<file path="src/rtl/codon_counter_multi.sv">
// codon_counter_multi
//   Streams 4-bit nucleotide nibbles from a synchronous genome memory and
//   counts, per channel, how often a programmable pattern of up to MAX_LEN
//   nibbles occurs. Matches may overlap. A single 0xF separates sequences
//   (no match spans it); two consecutive 0xF end the genome.
//
// Ports
//   clock_i          rising-edge clock
//   reset_i          asynchronous active-high reset
//   start_i          begin a scan (honoured in IDLE and DONE only)
//   cfg_we_i         pattern nibble write strobe (ignored during RUN)
//   cfg_sel_i        pattern channel to write
//   cfg_pos_i        nibble position within the pattern
//   cfg_data_i       pattern nibble value
//   mem_en_o         genome memory read enable
//   mem_addr_o       genome memory read address
//   mem_rdata_i      genome read data, one cycle after the address
//   count_index_i    channel selected for read-out
//   count_o          count of the selected channel (0 if out of range)
//   busy_o           scan in progress
//   done_o           scan complete, held until the next start
//   addr_overflow_o  scan ended because the address space ran out
//
// state  | meaning
// -------+------------------------------------------------------------
// IDLE   | after reset; patterns writable, waiting for start
// RUN    | issuing addresses and evaluating one nibble per cycle
// DONE   | counts frozen, patterns writable, start triggers a rescan
module codon_counter_multi #(
  parameter int NUM_CODONS  = 5,
  parameter int MAX_LEN     = 4,
  parameter int COUNT_WIDTH = 8,
  parameter int ADDR_WIDTH  = 8,
  localparam int SEL_W = (NUM_CODONS > 1) ? $clog2(NUM_CODONS) : 1,
  localparam int POS_W = (MAX_LEN > 1) ? $clog2(MAX_LEN) : 1
) (
  input  logic                   clock_i,
  input  logic                   reset_i,
  input  logic                   start_i,
  input  logic                   cfg_we_i,
  input  logic [SEL_W-1:0]       cfg_sel_i,
  input  logic [POS_W-1:0]       cfg_pos_i,
  input  logic [3:0]             cfg_data_i,
  output logic                   mem_en_o,
  output logic [ADDR_WIDTH-1:0]  mem_addr_o,
  input  logic [3:0]             mem_rdata_i,
  input  logic [SEL_W-1:0]       count_index_i,
  output logic [COUNT_WIDTH-1:0] count_o,
  output logic                   busy_o,
  output logic                   done_o,
  output logic                   addr_overflow_o
);

  localparam int LEN_W = $clog2(MAX_LEN + 1);
  localparam logic [ADDR_WIDTH-1:0]  ADDR_LAST = '1;
  localparam logic [COUNT_WIDTH-1:0] CNT_MAX   = '1;

  typedef enum logic [1:0] {
    S_IDLE = 2'd0,
    S_RUN  = 2'd1,
    S_DONE = 2'd2
  } state_t;

  state_t state_q, state_d;

  logic [NUM_CODONS-1:0][MAX_LEN-1:0][3:0] pat_q;
  logic [NUM_CODONS-1:0][COUNT_WIDTH-1:0]  cnt_q, cnt_d;
  logic [MAX_LEN-1:0][3:0]                 hist_q, hist_d, hist_new;
  logic [LEN_W-1:0]                        depth_q, depth_d, depth_new;
  logic [ADDR_WIDTH-1:0]                   addr_q, addr_d;
  logic                                    prev_sep_q, prev_sep_d;
  logic                                    prime_q, prime_d;
  logic                                    top_q, top_d;
  logic                                    ovf_q, ovf_d;

  logic [NUM_CODONS-1:0][LEN_W-1:0] pat_len;
  logic [NUM_CODONS-1:0]            hit;
  logic                             nib_sep;
  logic                             cfg_ok;

  assign nib_sep = (mem_rdata_i == 4'hF);

  // Candidate history after shifting the current nibble in, plus the
  // per-channel hit decision against that candidate.
  always_comb begin
    hist_new[0] = mem_rdata_i;
    for (int p = 1; p < MAX_LEN; p++) begin
      hist_new[p] = hist_q[p-1];
    end
    depth_new = (depth_q == LEN_W'(MAX_LEN)) ? depth_q : depth_q + 1'b1;

    for (int i = 0; i < NUM_CODONS; i++) begin
      // Length is the position of the first 0xF; scanning downward leaves
      // the lowest such position.
      pat_len[i] = LEN_W'(MAX_LEN);
      for (int p = MAX_LEN - 1; p >= 0; p--) begin
        if (pat_q[i][p] == 4'hF) pat_len[i] = LEN_W'(p);
      end
    end

    for (int i = 0; i < NUM_CODONS; i++) begin
      hit[i] = 1'b0;
      for (int l = 1; l <= MAX_LEN; l++) begin
        if (pat_len[i] == LEN_W'(l) && depth_new >= LEN_W'(l)) begin
          hit[i] = 1'b1;
          // Newest nibble pairs with the last pattern nibble.
          for (int p = 0; p < l; p++) begin
            if (hist_new[p] != pat_q[i][l-1-p]) hit[i] = 1'b0;
          end
        end
      end
    end
  end

  always_comb begin
    state_d    = state_q;
    cnt_d      = cnt_q;
    hist_d     = hist_q;
    depth_d    = depth_q;
    addr_d     = addr_q;
    prev_sep_d = prev_sep_q;
    prime_d    = prime_q;
    top_d      = top_q;
    ovf_d      = ovf_q;

    case (state_q)
      S_IDLE, S_DONE: begin
        if (start_i) begin
          state_d    = S_RUN;
          cnt_d      = '0;
          hist_d     = '0;
          depth_d    = '0;
          addr_d     = '0;
          prev_sep_d = 1'b0;
          prime_d    = 1'b1;
          top_d      = 1'b0;
          ovf_d      = 1'b0;
        end
      end

      S_RUN: begin
        if (addr_q == ADDR_LAST) top_d = 1'b1;
        else                     addr_d = addr_q + 1'b1;
        prime_d = 1'b0;

        // The first RUN cycle only presents address 0; its read data is stale.
        if (!prime_q) begin
          if (nib_sep) begin
            if (prev_sep_q) begin
              state_d = S_DONE;
            end else begin
              depth_d    = '0;
              prev_sep_d = 1'b1;
            end
          end else begin
            prev_sep_d = 1'b0;
            hist_d     = hist_new;
            depth_d    = depth_new;
            for (int i = 0; i < NUM_CODONS; i++) begin
              if (hit[i] && cnt_q[i] != CNT_MAX) cnt_d[i] = cnt_q[i] + 1'b1;
            end
          end
          // top_q means the data now on mem_rdata came from the last address.
          if (top_q && !(nib_sep && prev_sep_q)) begin
            state_d = S_DONE;
            ovf_d   = 1'b1;
          end
        end
      end

      default: state_d = S_IDLE;
    endcase
  end

  always_ff @(posedge clock_i or posedge reset_i) begin
    if (reset_i) begin
      state_q    <= S_IDLE;
      cnt_q      <= '0;
      hist_q     <= '0;
      depth_q    <= '0;
      addr_q     <= '0;
      prev_sep_q <= 1'b0;
      prime_q    <= 1'b0;
      top_q      <= 1'b0;
      ovf_q      <= 1'b0;
    end else begin
      state_q    <= state_d;
      cnt_q      <= cnt_d;
      hist_q     <= hist_d;
      depth_q    <= depth_d;
      addr_q     <= addr_d;
      prev_sep_q <= prev_sep_d;
      prime_q    <= prime_d;
      top_q      <= top_d;
      ovf_q      <= ovf_d;
    end
  end

  assign cfg_ok = cfg_we_i && (state_q != S_RUN) &&
                  ({1'b0, cfg_sel_i} < (SEL_W+1)'(NUM_CODONS)) &&
                  ({1'b0, cfg_pos_i} < (POS_W+1)'(MAX_LEN));

  always_ff @(posedge clock_i or posedge reset_i) begin
    if (reset_i) begin
      pat_q <= '1;
    end else if (cfg_ok) begin
      pat_q[cfg_sel_i][cfg_pos_i] <= cfg_data_i;
    end
  end

  always_comb begin
    count_o = '0;
    if ({1'b0, count_index_i} < (SEL_W+1)'(NUM_CODONS)) count_o = cnt_q[count_index_i];
  end

  assign mem_en_o        = (state_q == S_RUN);
  assign busy_o          = (state_q == S_RUN);
  assign done_o          = (state_q == S_DONE);
  assign mem_addr_o      = addr_q;
  assign addr_overflow_o = ovf_q;

endmodule

</file>
<file path="config.mk">
export PLATFORM = sky130hd
export DESIGN_NAME = codon_counter_multi
export DESIGN_NICKNAME = d
export VERILOG_FILES = /design/src/rtl/codon_counter_multi.sv
export SDC_FILE = /design/constraint.sdc
export NUM_CORES = 1
export LEC_CHECK = 0
export ABC_AREA = 1
export BUFFER_PORTS_ARGS = -buffer_cell sky130_fd_sc_hd__buf_2
export CAP_MARGIN = 20
export CORE_MARGIN = 4
export CORE_UTILIZATION = 45
export DETAILED_ROUTE_END_ITERATION = 12
export GPL_ROUTABILITY_DRIVEN = 1
export SYNTH_ARGS = -nofsm -noshare
export SYNTH_HDL_FRONTEND = slang
export SYNTH_SLANG_ARGS = --single-unit
</file>
<file path="constraint.sdc">
create_clock -name clock_i -period 10.3 [get_ports clock_i]
set_input_delay 1.545 -clock clock_i [delete_from_list [all_inputs] [get_ports clock_i]]
set_output_delay 1.545 -clock clock_i [all_outputs]
set_load 0.05 [all_outputs]
</file>
After elaboration in Yosys (flattened, before gate mapping)
Index checks and enable logic that the tools add are counted.
- $lt $le $gt $ge: 11
- reductions and logical operators: 48
- equality and inequality tests: 115
- add/sub/neg operators: 7
- muxes and demuxes: 137
- operators with widths (operator ; number):
    $ne A4 B4 Y1 ; 50
    $mux W40 ; 3
    $eq A4 B4 Y1 const B ; 21
    $bwmux W80 ; 1
    $pmux W40 S2 ; 1
    $mux W1 ; 77
    $mux W3 ; 25
    $mux W8 ; 9
    $add A8 B1 Y8 const B ; 6
    $demux W16 S3 ; 1
    $ne A8 B8 Y1 const B ; 5
    $mux W12 ; 3
    $logic_and A1 B1 Y1 ; 31
    $eq A3 B2 Y1 const B ; 10
    $reduce_and A5 Y1 ; 5
    $bmux W8 S3 ; 1
    $pmux W12 S2 ; 1
    $eq A3 B3 Y1 const B ; 6
    $mux W16 ; 1
    $ne A2 B1 Y1 const B ; 8
    $pmux W8 S2 ; 1
    $reduce_and A4 Y1 ; 4
    $eq A3 B1 Y1 const B ; 5
    $mux W2 ; 5
    other kinds (25) ; 38
- input port bits: 20
- flip-flop bits (word level): 149

Longest topological paths before layout
Gate-level depths: netlist of run 1.
- word-level depth: 16
- depth in mapped cells: 15

Worst setup path after synthesis of run 1
Ideal clock, no wire load.
- path kind: input to output
- start: in count_index_i[1]
- end: out count_o[5]
- arrival: 3405 ps
- stages on the path: 5
- setup slack: 5350 ps
- path buffers: 1
- cell sequence: clkbuf_1 -> clkinv_1 -> o21ai_0 -> a21oi_1 -> o32ai_1
- word-level cells in the longest chain between the ends: 3
- RTL lines (element ; line ; text):
    start: declaration ; 47 ; input logic [SEL_W-1:0] count_index_i,
    $bmux W8 S3 ; 213 ; if ({1'b0, count_index_i} < (SEL_W+1)'(NUM_CODONS)) count_o = cnt_q[count_index_i];
    $mux W8 (implied by the code) ; 213 ;
    $mux W8 (*) ; 213 ;
    end: declaration ; 48 ; output logic [COUNT_WIDTH-1:0] count_o,
Every way passes the cells marked *; elsewhere a longest branch is shown, timed or not. The select of a mux whose other input is x is not followed.

Worst setup path in the final report of run 1
- start: in count_index_i[0]
- end: out count_o[5]
The elaborated chain is that of the path after synthesis.

==> results of run 1 <==
[state kept, by name (all words and copies together), names as in the netlist]
signal,cells
addr_overflow_o,1
hist_new,12
prime_q,1
mem_addr_o,8
state_q,2
top_q,1
depth_q,3
prev_sep_q,1
cnt_q,40
pat_q,80
[area by class of cell]
| type | count | share of cell area |
|---|---|---|
| clock buffer | 18 | 0.03827 |
| tap | 319 | 0.03478 |
| clock inverter | 14 | 0.01417 |
| inverter | 128 | 0.04230 |
| multi-input combinational | 1167 | 0.5161 |
| timing repair buffer | 42 | 0.02072 |
| sequential | 149 | 0.3336 |
[stage by stage]
step                      power [µW]  instance area, µm²
final                           2701               11480
after global routing            2883               11480
after CTS                       2706               11450
after detailed placement        2046               10850
after global placement          2029               10850
after floorplan                 1781               10660
[layer usage]
layer / track usage / wire, µm / share of wire / vias to the layer above
li1: - / - / - / 4818
met1: 0.3434 / 14540 / 0.47 / 4644
met2: 0.3845 / 14150 / 0.45 / 296
met3: 0.02791 / 1798 / 0.058 / 53
met4: 0.07382 / 658 / 0.021 / 0
met5: 0 / 0 / 0 / -
[layout by cell type, fill, tap and decap left out, types with 5 or more instances in the layout]
| cell type | n |
|---|---|
| nand4_1 | 48 |
| xnor2_1 | 79 |
| o21ai_0 | 103 |
| inv_1 | 120 |
| xor2_1 | 68 |
| o22ai_1 | 13 |
| or2_2 | 9 |
| ha_1 | 9 |
| nor2_1 | 146 |
| buf_2 | 39 |
| clkbuf_16 | 17 |
| nand2_1 | 478 |
| nand2_2 | 7 |
| inv_2 | 6 |
| nor3_1 | 20 |
| dfstp_2 | 80 |
| nand3_1 | 100 |
| inv_6 | 5 |
| a21oi_1 | 37 |
| dfrtp_1 | 69 |
| o21ai_1 | 14 |
| nor3b_1 | 6 |
[worst max-delay path, stage by stage]
cell and delay [ns]:
buf_2 0.28, inv_1 0.25, o21ai_0 0.22, a21oi_1 0.06, o32ai_1 0.22, buf_2 0.31
[power breakdown]
part	internal, µW	switching [µW]
sequential	756	259
clock	370	279
combinational	370	667
total	1500	1210
[how the worst min path moves through the flow]
stage / from / to / slack (ns) / cells past startpoint
after global placement: pat_q[62] / pat_q[62] / 0.47 / 2
after CTS: pat_q[62] / pat_q[62] / 0.49 / 2
after floorplan: pat_q[62] / pat_q[62] / 0.46 / 2
after detailed placement: pat_q[62] / pat_q[62] / 0.48 / 2
after global routing: pat_q[62] / pat_q[62] / 0.51 / 2
final: pat_q[62] / pat_q[62] / 0.49 / 2
[kinds of logic after synthesis]
group                    Yosys count  synth area share
AND/OR/NAND/NOR                  832            0.3345
buffers and inverters            208           0.08500
AO/OA/AOI/OAI                    179           0.08993
flip-flops                       149            0.3592
XOR/XNOR                         147            0.1208
adder cells (fa/ha/maj)            9           0.01057
==> impl_metrics.yaml, run 1 <==
clocking:
  clk_latency_ns: 0.43
  htree_levels: 4
  cts_setup_buffers: 0
  clock-sinks: 149
  hold_buffers: 0
  tritoncts: "done"
  cts_made_buffers: 17
  cts_resized: 0
  clk_path_buf_depth: 2
  clock-root-buffer: "clkbuf_16"
  clkTransAtPathRegs_ns: 0.06
global_routing:
  grt_usage: 0.2403
  grt_pass1_wl_um: 50240
  antenna_found_initial: 0
  grt_pass1_vias: 9110
  overflow: 0
  grt_max_degree: 78
synth:
  yosysUniqueCellTypes: 44
  ys_ff_latch: 149
  synthArstFlopShare: 1.000
  yosys.cell_count.top_type: "nand2_1"
  synth-main-ff-cell: "dfstp_2"
  avgSynthCellArea_um2: 6.993
  yosysWarnings: 0
  synth_edf_count: 0
  synth_common_cells: "nand2_1, nor2_1, inv_1, o21ai_0, nand3_1"
  yosys.area.top_type_share: 0.1972
  synth_area_leaders: "dfstp_2, nand2_1, dfrtp_1"
  ys_seq_area_frac: 0.3592
  syn_inst: 1524
  synth_nets: 1553
  syn_area_mm2: 0.01066
  synth_top_cell_by_area: "dfstp_2"
sta:
  rsz0062_at_grt: "no"
  fmax_mhz: 225.5
  slew_violations: 0
  period_needed_ns: 4.435
  fin_tns_setup_ns: 0
  skew_ns: 0.01138
  worst_slack_ns: 5.865
  setup_viol: 0
  whs_ns: 0.4889
  post-route-period-util: 0.4306
  relSlewSlack: 0.2609
  worstMarginPinSlew_ns: 1.106
  finalHoldViolCount: 0
layout:
  area_growth_pct: 7.678
  drive_gt1_frac: 0.1278
  fill_cells: 2367
  fin_cells: 1837
  multi_input_comb_area_mm2: 0.005923
  post-route-util: 0.4904
  antennaDiodeCount: 0
  fin_nets: 1534
  register_area_mm2: 0.003829
floorplan:
  dieArea_mm2: 0.02621
  core_mm2: 0.02340
  io-pin-count: 40
  die_w_um: 161.9
  start_util: 0.4554
  die_h_um: 161.9
  rows: 56
drt:
  avgRoutedWirePerCell_um: 16.95
  drcViolationCount: 0
  via_count: 9811
  drt_wl_total_um: 31140
  ant_nets: 0
  drt_iter0_markers: 931
  dr.pass1.iters: 6
  drt-vias-per-instance: 5.341
power_and_ir_drop:
  irDropWorstVdd_mv: 0.09836
  p_leak_uw: 0.005120
  power_density_mw_per_mm2: 235.4
critical_path:
  start_kind: "input pin"
  crit_path_start: "count_index_i[0]"
  endpoint: "count_o[5]"
  r2r_start: "hist_new[5]"
  reg2reg_slack_ns: 7.47
  criticalPathCategory: "in2out"
  cp-end-kind: "output pin"
  rr_endpoint: "cnt_q[23]"
  critPathMaxFanout: 22
  reg2reg_depth: 12
  worst_ep_arrival_time_ns: 2.89
  cp_data_required_time_ns: 8.76
job:
  timing.max_cap.violations: 0
placed_design:
  dp_hpwl_um: 21100
  placed_cells: 1804
  portBuffers: 39
  gp_congestion: 0.9238
  pre_cts_ws_ns: 5.891
outcome:
  outcome: "completed"
hold_path:
  hp-class: "reg2reg"
Note: power is estimated with default switching activity, not from simulation.
==> inputs of run 2 (changes only) <==
ABC_AREA = 0   (was 1)
clock period = 3.7 ns   (was 10.3 ns; I/O delays follow)
==> run 2 against run 1 <==
Largest power group unchanged. Clock-buffer cell count is 2 higher. Non-clock buffer count increased by 22. Sequential share of layout area rose by 1.7 points. Combinational power increased to 2.8 times the previous value. Sequential power increased to 2.8 times the previous value. Via count is 21% lower. Clock power rose to 2.6 times the previous value. Cell area down 4.8%. Largest cell class unchanged. Cell count fell by 28%.
==> impl_metrics.yaml, run 2 <==
outcome:
  outcome: "completed"
sta:
  slew_violations: 0
  skew_ns: 0.01313
  period_needed_ns: 3.083
  relSlewSlack: 0.3454
  worstMarginPinSlew_ns: 0.9798
  rsz0062_at_grt: "no"
  finalHoldViolCount: 0
  post-route-period-util: 0.8332
  fmax_mhz: 324.4
  worst_slack_ns: 0.6173
  setup_viol: 0
  fin_tns_setup_ns: 0
synth:
  yosysWarnings: 0
  ys_ff_latch: 149
  yosysUniqueCellTypes: 71
  yosys.cell_count.top_type: "xnor2_1"
  avgSynthCellArea_um2: 9.683
  yosys.area.top_type_share: 0.2091
  synth-main-ff-cell: "dfstp_2"
  ys_seq_area_frac: 0.3809
  syn_area_mm2: 0.01005
  synth_area_leaders: "dfstp_2, dfrtp_1, xnor2_1"
  synth_top_cell_by_area: "dfstp_2"
  synth_edf_count: 0
  synthArstFlopShare: 1.000
  syn_inst: 1038
  synth_nets: 1067
  synth_common_cells: "xnor2_1, nand2_1, mux2_2, dfstp_2, dfrtp_1"
critical_path:
  critical_path.cell_chain: "inv_1 > ha_1 > nand3b_1 > a21oi_1 > a2111oi_0 > buf_4 > o31a_1 > nand3_2 > buf_4 > or3_1 > a21oi_1"
  worst-path-buf-inv: 3
  cp-end-kind: "register"
  crit_slowest_cell: "a2111oi_0"
  critPathTopFamily: "compound AO/OA/AOI/OAI gates"
  critPathMaxFanout: 11
  criticalPathCategory: "reg2reg"
  worst_ep_arrival_time_ns: 3.43
  reg2reg_depth: 11
  cp.depth: 11
  start_kind: "register"
  max_stage_delay_ns: 0.49
  cp_data_required_time_ns: 4.05
  reg2reg_slack_ns: 0.62
clocking:
  clock-sinks: 149
  tritoncts: "done"
  clkTransAtPathRegs_ns: 0.06
  cts_resized: 0
  cts_setup_buffers: 0
  hold_buffers: 0
  clk_path_buf_depth: 2
  htree_levels: 4
  clock-root-buffer: "clkbuf_16"
  cts_made_buffers: 17
  clk_latency_ns: 0.43
floorplan:
  core_mm2: 0.02189
  die_w_um: 157.5
  start_util: 0.4591
  rows: 54
  io-pin-count: 40
  die_h_um: 157.5
  dieArea_mm2: 0.02479
drt:
  drt_iter0_markers: 623
  dr.pass1.iters: 5
  drt_wl_total_um: 27210
  avgRoutedWirePerCell_um: 20.49
  via_count: 7744
  drt-vias-per-instance: 5.831
  drcViolationCount: 0
  ant_nets: 0
global_routing:
  grt_max_degree: 73
  grt_pass1_wl_um: 44060
  grt_usage: 0.2264
  antenna_found_initial: 0
  grt_pass1_vias: 7708
  overflow: 0
placed_design:
  dp_hpwl_um: 19770
  portBuffers: 39
  gp_congestion: 0.9350
  pre_cts_ws_ns: 0.4113
layout:
  drive_gt1_frac: 0.2653
  multi_input_comb_area_mm2: 0.005727
  fill_cells: 2042
  area_growth_pct: 8.727
  largest_register_ffs: 80
  layout_common_cells: "xnor2_1, nand2_1, mux2_2"
  fin_nets: 1064
  register_area_mm2: 0.003829
  layout_commonest_cell: "xnor2_1"
  regMostFlops: "pat_q"
  antennaDiodeCount: 0
power_and_ir_drop:
  power_density_mw_per_mm2: 674.1
  p_leak_uw: 0.004213
  irDropWorstVdd_mv: 0.3176
hold_path:
  hp-class: "in2async"
job:
  timing.max_cap.violations: 0
run 2: cell types whose count changed in the layout (fill, tap and decap cells not counted), sizes merged, moves of 81 or more:
cell,delta
mux2,+81
xnor2,+92
nor2,-86
o21ai,-83
nand2,-393
inv,-118
run 2: through the flow:
stage / cell area (µm²) / hold WS (ns) / instances / total power, µW / util
after floorplan: 10050 / 0.4724 / 1038 / 4881 / -
after global placement: 10360 / 0.4883 / 1296 / 5602 / 0.4731
after detailed placement: 10360 / 0.4990 / 1296 / 5659 / 0.4731
after CTS: 10930 / 0.3588 / 1328 / 7383 / 0.4992
after global routing: 10930 / 0.4053 / 1328 / 7794 / 0.4992
final: 10930 / 0.3349 / 1328 / 7367 / 0.4992
run 2: routing by layer:
layer	global-route usage	wire length, µm	vias up
met5	0	0	-
met4	0.05367	384	0
met3	0.04234	1345	33
met2	0.3525	12410	217
met1	0.3277	13070	3858
li1	-	-	3636
run 2: path summary, 6_finish.rpt:
check,from,endpoint
min in group clock_i,start_i,state_q[1]
max in group asynchronous,reset_i,pat_q[67]
hold / removal,reset_i,cnt_q[18]
setup reg to reg,depth_q[0],cnt_q[30]
hold reg to reg,addr_overflow_o,addr_overflow_o
setup / recovery,depth_q[0],cnt_q[30]
run 2: logic make-up (layout without fill, tap and decap cells):
| logic type | after synthesis | in the layout | synth area share |
|---|---|---|---|
| AO/OA/AOI/OAI | 126 | 126 | 0.08391 |
| XOR/XNOR | 213 | 213 | 0.1871 |
| adder cells (fa/ha/maj) | 9 | 9 | 0.01120 |
| buffers and inverters | 100 | 110 | 0.04980 |
| flip-flops | 149 | 149 | 0.3809 |
| multiplexers | 101 | 101 | 0.1107 |
| AND/OR/NAND/NOR | 340 | 340 | 0.1764 |
run 2: cell type report:
cell class	instances	share of cell area
Sequential cell	149	0.3504
Inverter	14	0.005152
Timing Repair Buffer	64	0.03618
Tap cell	280	0.03206
Clock inverter	12	0.009389
Multi-Input combinational cell	789	0.5240
Clock buffer	20	0.04282
run 2: report_power, final:
part / internal, µW / switching [µW]
Combinational: 1280 / 1590
Sequential: 2060 / 722
Clock: 981 / 722
Total: 4330 / 3040
run 2: worst register-to-register path, cell delays in order (launching register included):
cell and delay (ns):
dfrtp_1 0.37, inv_1 0.15, ha_1 0.25, nand3b_1 0.19
a21oi_1 0.25, a2111oi_0 0.49, buf_4 0.18, o31a_1 0.21
nand3_2 0.21, buf_4 0.21, or3_1 0.34, a21oi_1 0.14
